<file path="src/rtl/ysyx_25060170_ifu_pkg.sv">
// ysyx_25060170_ifu_pkg: shared widths, reset fetch address and FSM encoding
// for the instruction fetch unit.
`default_nettype none

package ysyx_25060170_ifu_pkg;

    localparam int YSYX_25060170_PC_W   = 32;
    localparam int YSYX_25060170_INST_W = 32;

    localparam logic [YSYX_25060170_PC_W-1:0] YSYX_25060170_RESET_PC = 32'h8000_0000;

    typedef enum logic [2:0] {
        S_IDLE = 3'd0,
        S_REQ  = 3'd1,
        S_WAIT = 3'd2,
        S_DROP = 3'd3,
        S_HOLD = 3'd4
    } ifu_state_t;

endpackage

`default_nettype wire

</file>
<file path="src/rtl/ysyx_25060170_ifu.sv">
// ysyx_25060170_ifu: single-outstanding instruction fetch unit with
// redirect handling and an IF/ID valid/ready output stage.
`default_nettype none

module ysyx_25060170_ifu
    import ysyx_25060170_ifu_pkg::*;
#(
    parameter logic [YSYX_25060170_PC_W-1:0] RESET_PC = YSYX_25060170_RESET_PC
) (
    input  logic                            clk,
    input  logic                            rst,
    output logic                            imem_req_valid,
    output logic [YSYX_25060170_PC_W-1:0]   imem_req_addr,
    input  logic                            imem_req_ready,
    input  logic                            imem_rsp_valid,
    input  logic [YSYX_25060170_INST_W-1:0] imem_rsp_data,
    input  logic                            redirect_valid,
    input  logic [YSYX_25060170_PC_W-1:0]   redirect_pc,
    input  logic                            id_ready,
    output logic                            if_valid,
    output logic [YSYX_25060170_INST_W-1:0] if_inst,
    output logic [YSYX_25060170_PC_W-1:0]   if_pc
);

    ifu_state_t                      state;
    ifu_state_t                      state_nxt;
    logic                            idle_seen;
    logic                            capture;
    logic                            release_out;
    logic [YSYX_25060170_PC_W-1:0]   pc;
    logic [YSYX_25060170_PC_W-1:0]   redirect_target;
    logic                            unused_redirect_lsbs;

    // Instructions are word aligned, so the low redirect bits carry no meaning.
    assign redirect_target      = {redirect_pc[YSYX_25060170_PC_W-1:2], 2'b00};
    assign unused_redirect_lsbs = ^redirect_pc[1:0];

    always_ff @(posedge clk or negedge rst) begin
        if (!rst) begin
            state <= S_IDLE;
        end else begin
            state <= state_nxt;
        end
    end

    always_comb begin
        state_nxt      = state;
        capture        = 1'b0;
        release_out    = 1'b0;
        imem_req_valid = 1'b0;
        imem_req_addr  = pc;
        case (state)
            S_IDLE: begin
                if (idle_seen) begin
                    state_nxt = S_REQ;
                end
            end
            S_REQ: begin
                imem_req_valid = 1'b1;
                // An accepted request that is redirected in the same cycle
                // still owes us a response, which must be discarded.
                if (imem_req_ready) begin
                    state_nxt = redirect_valid ? S_DROP : S_WAIT;
                end
            end
            S_WAIT: begin
                if (redirect_valid) begin
                    state_nxt = imem_rsp_valid ? S_REQ : S_DROP;
                end else if (imem_rsp_valid) begin
                    capture   = 1'b1;
                    state_nxt = S_HOLD;
                end
            end
            S_DROP: begin
                if (imem_rsp_valid) begin
                    state_nxt = S_REQ;
                end
            end
            S_HOLD: begin
                if (redirect_valid || id_ready) begin
                    release_out = 1'b1;
                    state_nxt   = S_REQ;
                end
            end
            default: begin
                state_nxt = S_IDLE;
            end
        endcase
    end

    always_ff @(posedge clk or negedge rst) begin
        if (!rst) begin
            idle_seen <= 1'b0;
            pc        <= RESET_PC;
            if_valid  <= 1'b0;
            if_inst   <= '0;
            if_pc     <= '0;
        end else begin
            // Holds IDLE for one full cycle after reset release.
            idle_seen <= (state == S_IDLE);

            if (redirect_valid) begin
                pc <= redirect_target;
            end else if (capture) begin
                pc <= pc + 32'd4;
            end

            if (capture) begin
                if_valid <= 1'b1;
                if_inst  <= imem_rsp_data;
                if_pc    <= pc;
            end else if (release_out) begin
                if_valid <= 1'b0;
            end
        end
    end

endmodule

`default_nettype wire
</file>
<file path="config.mk">
export PLATFORM = sky130hd
export DESIGN_NAME = ysyx_25060170_ifu
export DESIGN_NICKNAME = d
export VERILOG_FILES = /design/src/rtl/ysyx_25060170_ifu_pkg.sv /design/src/rtl/ysyx_25060170_ifu.sv
export SDC_FILE = /design/constraint.sdc
export NUM_CORES = 1
export LEC_CHECK = 0
export BUFFER_PORTS_ARGS = -buffer_cell sky130_fd_sc_hd__buf_4
export CORE_MARGIN = 5
export CORE_UTILIZATION = 30
export DETAILED_ROUTE_END_ITERATION = 10
export PLACE_DENSITY_LB_ADDON = 0.15
export SYNTH_ARGS = -nofsm -noshare
export SYNTH_HDL_FRONTEND = slang
export SYNTH_SLANG_ARGS = --single-unit
</file>
<file path="constraint.sdc">
create_clock -name clk -period 2.4 [get_ports clk]
set_input_delay 0.24 -clock clk [delete_from_list [all_inputs] [get_ports clk]]
set_output_delay 0.24 -clock clk [all_outputs]
set_load 0.02 [all_outputs]
</file>
==> summary.txt, run 1 <==
Global route
  • Largest net degree at the start of global routing: 54
  • Total gr overflow: 0
  • GR Util All Layers: 14.45%
  • First-pass GRT wire length: 18.95 mm
  • Initial antenna violation count: 0
  • Vias in the first global route: 3627

Logic synthesis
  • Biggest area consumer among synthesized cells: dfrtp_1
  • Synth area leaders: dfrtp_1 55%, mux2_2 16%, nand2_1 2.6%
  • Synthesized area: 4354 sq um
  • Synth async-reset ratio: 100.0%
  • Share of the synthesized area in the top cell type: a little under three fifths
  • Post-synthesis simple-gate area fraction: 14.40%
  • Synth Register Bits: 97
  • Synth Warn #: 0
  • Synth Area in Compound Gates: 8.075%
  • Sequential fraction of the synthesis area: 55.78%
  • Post-Synth Adder-Cell Area: 0.2874%
  • Main synth FF type: dfrtp_1
  • Synth cell types: 40
  • Post-synthesis xor/xnor area fraction: 2.011%
  • Mux cell area share after synthesis: 15.75%
  • Main combinational cell family by area after synthesis: multiplexers
  • Cells after Synth: 373
  • EDFF count, synth: 0
  • Mean Syn Cell Area: 11.67 sq um

STA
  • Fin crit share: 89.02%
  • Setup TNS: 0 ns
  • Worst-Margin Slew: 0.7299 ns
  • Final Hold Fails: 0
  • Final number of setup-violating endpoints: 0
  • Tmin final: 2.137 ns
  • RSZ-0062 raised after global routing: false
  • Slew Limit Headroom: 51.34%
  • FMAX: 468.1 MHz
  • Max Slew Vio Count: 0
  • Clock skew: 0.006530 ns

Critical path
  • CP Class: reg2reg
  • Crit-path max FO: 21
  • Reg2Reg Depth: 4
  • CP arrival: 2.40 ns
  • CP endpoint kind: register
  • Worst setup SP type: register
  • Worst path required time: approximately 2.7 ns

Final layout
  • Layout fillers: 1413
  • Diode count: 0
  • Layout Nets: 603
  • Register area: 2429 sq um
  • Layout cells sized above 1: between 40% and 50%
  • Design area: slightly above 6000 sq um
  • P&R area growth vs syn: 39.68%
  • Area of the multi-input gates: 1795 sq um

Routing
  • Iter 0 DRT Violations: 105
  • Routed wire length: ~12 mm
  • Vias: 3478
  • Via density: approximately 4.8
  • Post-route DRC: 0
  • First-pass iteration count of the detailed router: 4
  • DR WL/cell: 16.88 um
  • Antenna-violating nets left: 0

Floorplanning
  • Die Ht: 130.5 um
  • Starting Density: 30.30%
  • Ports: 168
  • Die area: roughly 17000 sq um
  • Row count: 44
  • Die W: 130.5 um
  • CORE AREA: 14370 sq um

Power and ir drop
  • Peak VDD IR: 0.5466 mV
  • Leakage: 2.733 nW
  • Pwr/cell area: 1089 nW/um^2

Clock tree
  • CTS tree: yes
  • # clock sinks: 97
  • Max clock buf depth: 2
  • Num CTS Buffers: 9
  • Post-CTS resize count: 0
  • Clock transition at the registers of the reported paths: 0.07 ns
  • Root buffer cell: clkbuf_16
  • H-tree levels: 3
  • Worst-Skew Late Latency: between 0.3 and 0.4 ns

Placement
  • Placement Cell Area: ~5800 sq um
  • Hpwl dp: ~8.9 mm
  • IO Port Bufs: 161
  • GP Congestion: around 0.7

Worst hold path
  • Hold Path Depth: 2
  • Min-Delay Path Class: in2reg

Outcome
  • Status: completed

Run
  • Max-Cap Viols: 0
[power breakdown]
| part | switching (mW) | leakage, nW | internal, mW |
|---|---|---|---|
| registers | 0.369 | 1.17 | 2.22 |
| logic | 1.32 | 1.42 | 1.27 |
| clock network | 0.612 | 0.142 | 0.833 |
[cells in the final DEF, fill, tap and decap left out, types with 3 or more instances in the layout]
cell	count
and2_1	3
nor3b_1	3
o31ai_1	13
nand3_1	11
xnor2_1	5
mux2_2	60
inv_1	4
dfrtp_1	96
or3_1	4
nand4_1	10
conb_1	4
nor3_1	4
a31oi_1	16
and4_1	3
buf_4	168
clkbuf_16	9
nor2_1	21
nand2_1	29
or4_1	13
o21ai_0	21
xor2_1	5
nor4_1	5
[state kept, by name, indices dropped and copies added (netlist names)]
name / count
idle_seen: 1
if_inst: 32
if_pc: 30
if_valid: 1
imem_req_addr: 30
state: 3
[worst paths after layout]
path | from | end | slack (ns)
max | imem_req_addr[10] | imem_req_addr[29] | 0.26
min | id_ready | state[2] | 0.09
max reg2reg | imem_req_addr[10] | imem_req_addr[29] | 0.26
min reg2reg | if_pc[18] | if_pc[18] | 0.50
max in group asynchronous | rst | if_inst[21] | 1.22
min in group asynchronous | rst | if_inst[19] | 0.50
[cell usage after synthesis (all sizes together) (10+ instances only)]
cell type / count
mux2: 60
clkbuf: 16
a31oi: 16
nand3: 12
nor2: 22
dfrtp: 96
buf: 10
nand2: 30
o31ai: 13
o21ai: 21
or4: 14
nand4: 10
[timing repair]
action,in CTS,in global routing
hold buffers,1,0
buffers inserted,0,0
hold endpoints to repair,51,0
[per-stage QoR]
step                std cells  util, %  power, mW  setup slack, ns  hold WS (ns)
CTS                       721    42.33      6.760           0.2631       0.07140
finish                    721    42.33      6.626           0.2635       0.08763
global placement          704    40.19      5.213           0.3457        0.3417
detailed placement        704    40.19      5.270           0.2877        0.3493
global route              721    42.33      7.022           0.1368       0.08126
floorplan                 376        -      3.977           0.2723      -0.05559
[area by class of cell]
class                           instances  area share [%]
Clock inverter                          5          0.9052
Multi-Input combinational cell        248           29.52
Inverter                                5          0.3086
Tap cell                              184           3.785
Clock buffer                           11           3.991
Sequential cell                        97           39.93
Timing Repair Buffer                  171           21.56
[metal layers]
metal | vias up | GRT usage [%] | routed length (um)
met5 | - | 0 | 0
met1 | 1705 | 17.89 | 4933
met3 | 17 | 3.293 | 701
li1 | 1677 | - | -
met2 | 79 | 24.32 | 6289
met4 | 0 | 6.110 | 245
[cells by family (layout without fill, tap and decap cells)]
group           count (synthesis)  after routing
simple gates                  116            116
flops                          97             97
mux                            61             61
compound gates                 56             56
buf+inv                        31            192
xor+xnor                       10             10
fa+ha+maj                       1              1
other cells                     1              4
[worst max-delay path, stage by stage, from the launching register on]
cell and delay (ns):
dfrtp_1 0.48, nand3_2 0.19, or4_4 0.65, or4_1 0.55, a31oi_1 0.20
Note: power is estimated with default switching activity, not from simulation.
==> run 2: changes to the inputs <==
Settings changed: GPL_TIMING_DRIVEN set to 1, PLACE_DENSITY_LB_ADDON 0.15 to not set.
==> run 2 against run 1 <==
Routed wire length down 0.62%; largest power group unchanged; core utilization up 0.15 points; flip-flop and latch count unchanged; via count up 2.2%; hold slack better by 0.0099 ns; global-route usage about the same; setup slack worse by 0.0043 ns; cell area up 0.35%; largest cell class unchanged.
==> summary.txt, run 2 (synthesis results as in run 1) <==
Outcome
  • Status: completed

Floorplanning
  • Ports: 168 (unchanged)
  • Die W: 130.5 um (unchanged)
  • Die area: 17020 sq um (unchanged)
  • Die Ht: 130.5 um (unchanged)
  • Row count: 44 (unchanged)
  • CORE AREA: 14370 sq um (unchanged)
  • Starting Density: 30.30% (unchanged)

STA
  • Worst-Margin Slew: 0.6434 ns (-0.08657 ns)
  • Clock skew: 0.01061 ns (+0.004076 ns)
  • Slew Limit Headroom: 57.11% (+5.8 points)
  • Setup TNS: 0 ns (unchanged)
  • RSZ-0062 raised after global routing: false
  • Fin crit share: 89.20% (+0.18 points)
  • Final Hold Fails: 0 (unchanged)
  • Max Slew Vio Count: 0 (unchanged)
  • Final number of setup-violating endpoints: 0 (unchanged)
  • Tmin final: 2.141 ns (+0.004329 ns)
  • FMAX: 467.1 MHz (-0.20%)

Placement
  • Hpwl dp: 8.850 mm (-0.35%)
  • IO Port Bufs: 161 (unchanged)
  • GP Congestion: 0.7782 (+11%)

Power and ir drop
  • Clock power share: 22.2% (+0.4 points)
  • Peak VDD IR: 0.4883 mV (-11%)
  • Comb pwr share: 38.7% (-0.4 points)
  • Pwr/cell area: 1093 nW/um^2 (+0.37%)
  • Net Sw Power: 2.343 mW (+1.7%)
  • Internal power: 4.330 mW (+0.18%)
  • Total power: 6.673 mW (+0.72%)
  • Sequential Power Share: 39.1% (about the same)
  • Sw frac: 35.11% (+0.35 points)
  • Leakage: 2.738 nW (+0.22%)

Final layout
  • Register area: 2429 sq um (unchanged)
  • P&R area growth vs syn: 40.17%
  • Layout Nets: 603 (unchanged)
  • Layout fillers: 1409 (-0.28%)
  • Most frequent cells in the layout: 167 x buf_4, 96 x dfrtp_1, 60 x mux2_2, 29 x nand2_1
  • Most common cell after layout, fill and taps aside: buf_4
  • Most flops, register: if_inst
  • Layout cells sized above 1: 47.67% (+0.19 points)
  • Diode count: 0 (unchanged)
  • Area of the multi-input gates: 1795 sq um (unchanged)
  • Max FFs per register: 32 (unchanged)

Global route
  • First-pass GRT wire length: 19.33 mm (+2.0%)
  • Initial antenna violation count: 0 (unchanged)
  • GR Util All Layers: 14.48% (+0.031 points)
  • Vias in the first global route: 3718 (+2.5%)
  • Total gr overflow: 0 (unchanged)
  • Largest net degree at the start of global routing: 52 (-3.7%)

Clock tree
  • Clock transition at the registers of the reported paths: 0.07 ns (about the same)
  • # clock sinks: 97 (unchanged)
  • Root buffer cell: clkbuf_16
  • CTS tree: yes
  • Num CTS Buffers: 9 (unchanged)
  • Post-CTS resize count: 0 (unchanged)
  • Worst-Skew Late Latency: 0.35 ns (about the same)
  • Max clock buf depth: 2 (unchanged)
  • Post-CTS Setup Repair Bufs: 0 (unchanged)
  • H-tree levels: 3 (unchanged)

Routing
  • Post-route DRC: 0 (unchanged)
  • DR WL/cell: 16.77 um (-0.62%)
  • Antenna-violating nets left: 0 (unchanged)
  • Iter 0 DRT Violations: 136 (+30%)
  • First-pass iteration count of the detailed router: 4 (unchanged)
  • Via density: 4.931 (+2.2%)
  • Routed wire length: 12.09 mm (-0.62%)
  • Vias: 3555 (+2.2%)

Run
  • Max-Cap Viols: 0 (unchanged)

Critical path
  • CP endpoint kind: register
  • CP arrival: 2.41 ns (about the same)
  • CP Class: reg2reg
  • Worst setup SP type: register
  • Worst path required time: 2.67 ns (about the same)
  • Crit-path max FO: 20 (-4.8%)

Worst hold path
  • Min-Delay Path Class: in2reg
## run 2: repair_timing
action                                  CTS  global route
hold buffers                              1             0
endpoints found under the setup margin    0             0
endpoints found under the hold margin    45             0
## run 2: final timing paths
check                                from           endpoint  slack (ns)  cells after the start
worst max-delay path             state[1]  imem_req_addr[17]        0.26                      5
worst min-delay path             id_ready           state[2]         0.1                      2
worst max register to register   state[1]  imem_req_addr[17]        0.26                      5
worst min register to register  if_pc[20]          if_pc[20]        0.49                      2
max in group asynchronous             rst        if_inst[31]        1.20                      3
min in group asynchronous             rst           if_pc[2]        0.45                      2
## run 2: area by class of cell
cell class                 count  share of cell area (%)
clock buffer                  10                   3.916
clock inverter                 6                   1.107
inverter                       5                  0.3075
multi-input combinational    248                   29.42
sequential                    97                   39.79
tap                          184                   3.772
timing repair buffer         171                   21.69
## run 2: per-layer routing
layer  global-route usage [%]  part of all wire [%]  routed length, um
met4                    5.384                   1.6                197
met2                    22.90                    48               5816
met1                    18.63                    42               5030
met3                    4.675                   8.7               1046
met5                        0                     0                  0
## run 2: power by group through the flow
| stage | logic, mW | clock network, mW | registers (mW) |
|---|---|---|---|
| 3_3_place_gp | 2.59 | 0 | 2.60 |
| 4_1_cts | 2.63 | 1.53 | 2.62 |
| 2_1_floorplan | 0.713 | 0 | 3.26 |
| 5_1_grt | 2.77 | 1.60 | 2.71 |
| 6_report | 2.58 | 1.48 | 2.61 |
| 3_5_place_dp | 2.63 | 0 | 2.64 |
## run 2: worst max-delay path, stage by stage, from the launching register on
cell,delay (ns)
dfrtp_1,0.50
nor4bb_2,0.52
nand4_1,0.14
buf_4,0.24
or4_1,0.47
a31oi_1,0.19
## run 2: metrics by stage
stage	cell area, sq um	worst slack [ns]	cells	util [%]	hold WS (ns)
after floorplan	4365	0.2723	376	-	-0.05559
after detailed placement	5787	0.2393	704	40.27	0.3120
after CTS	6103	0.2272	721	42.48	0.08240
after global placement	5787	0.3061	704	40.27	0.3020
after global routing	6103	0.003852	721	42.48	0.08796
final	6103	0.2592	721	42.48	0.09751
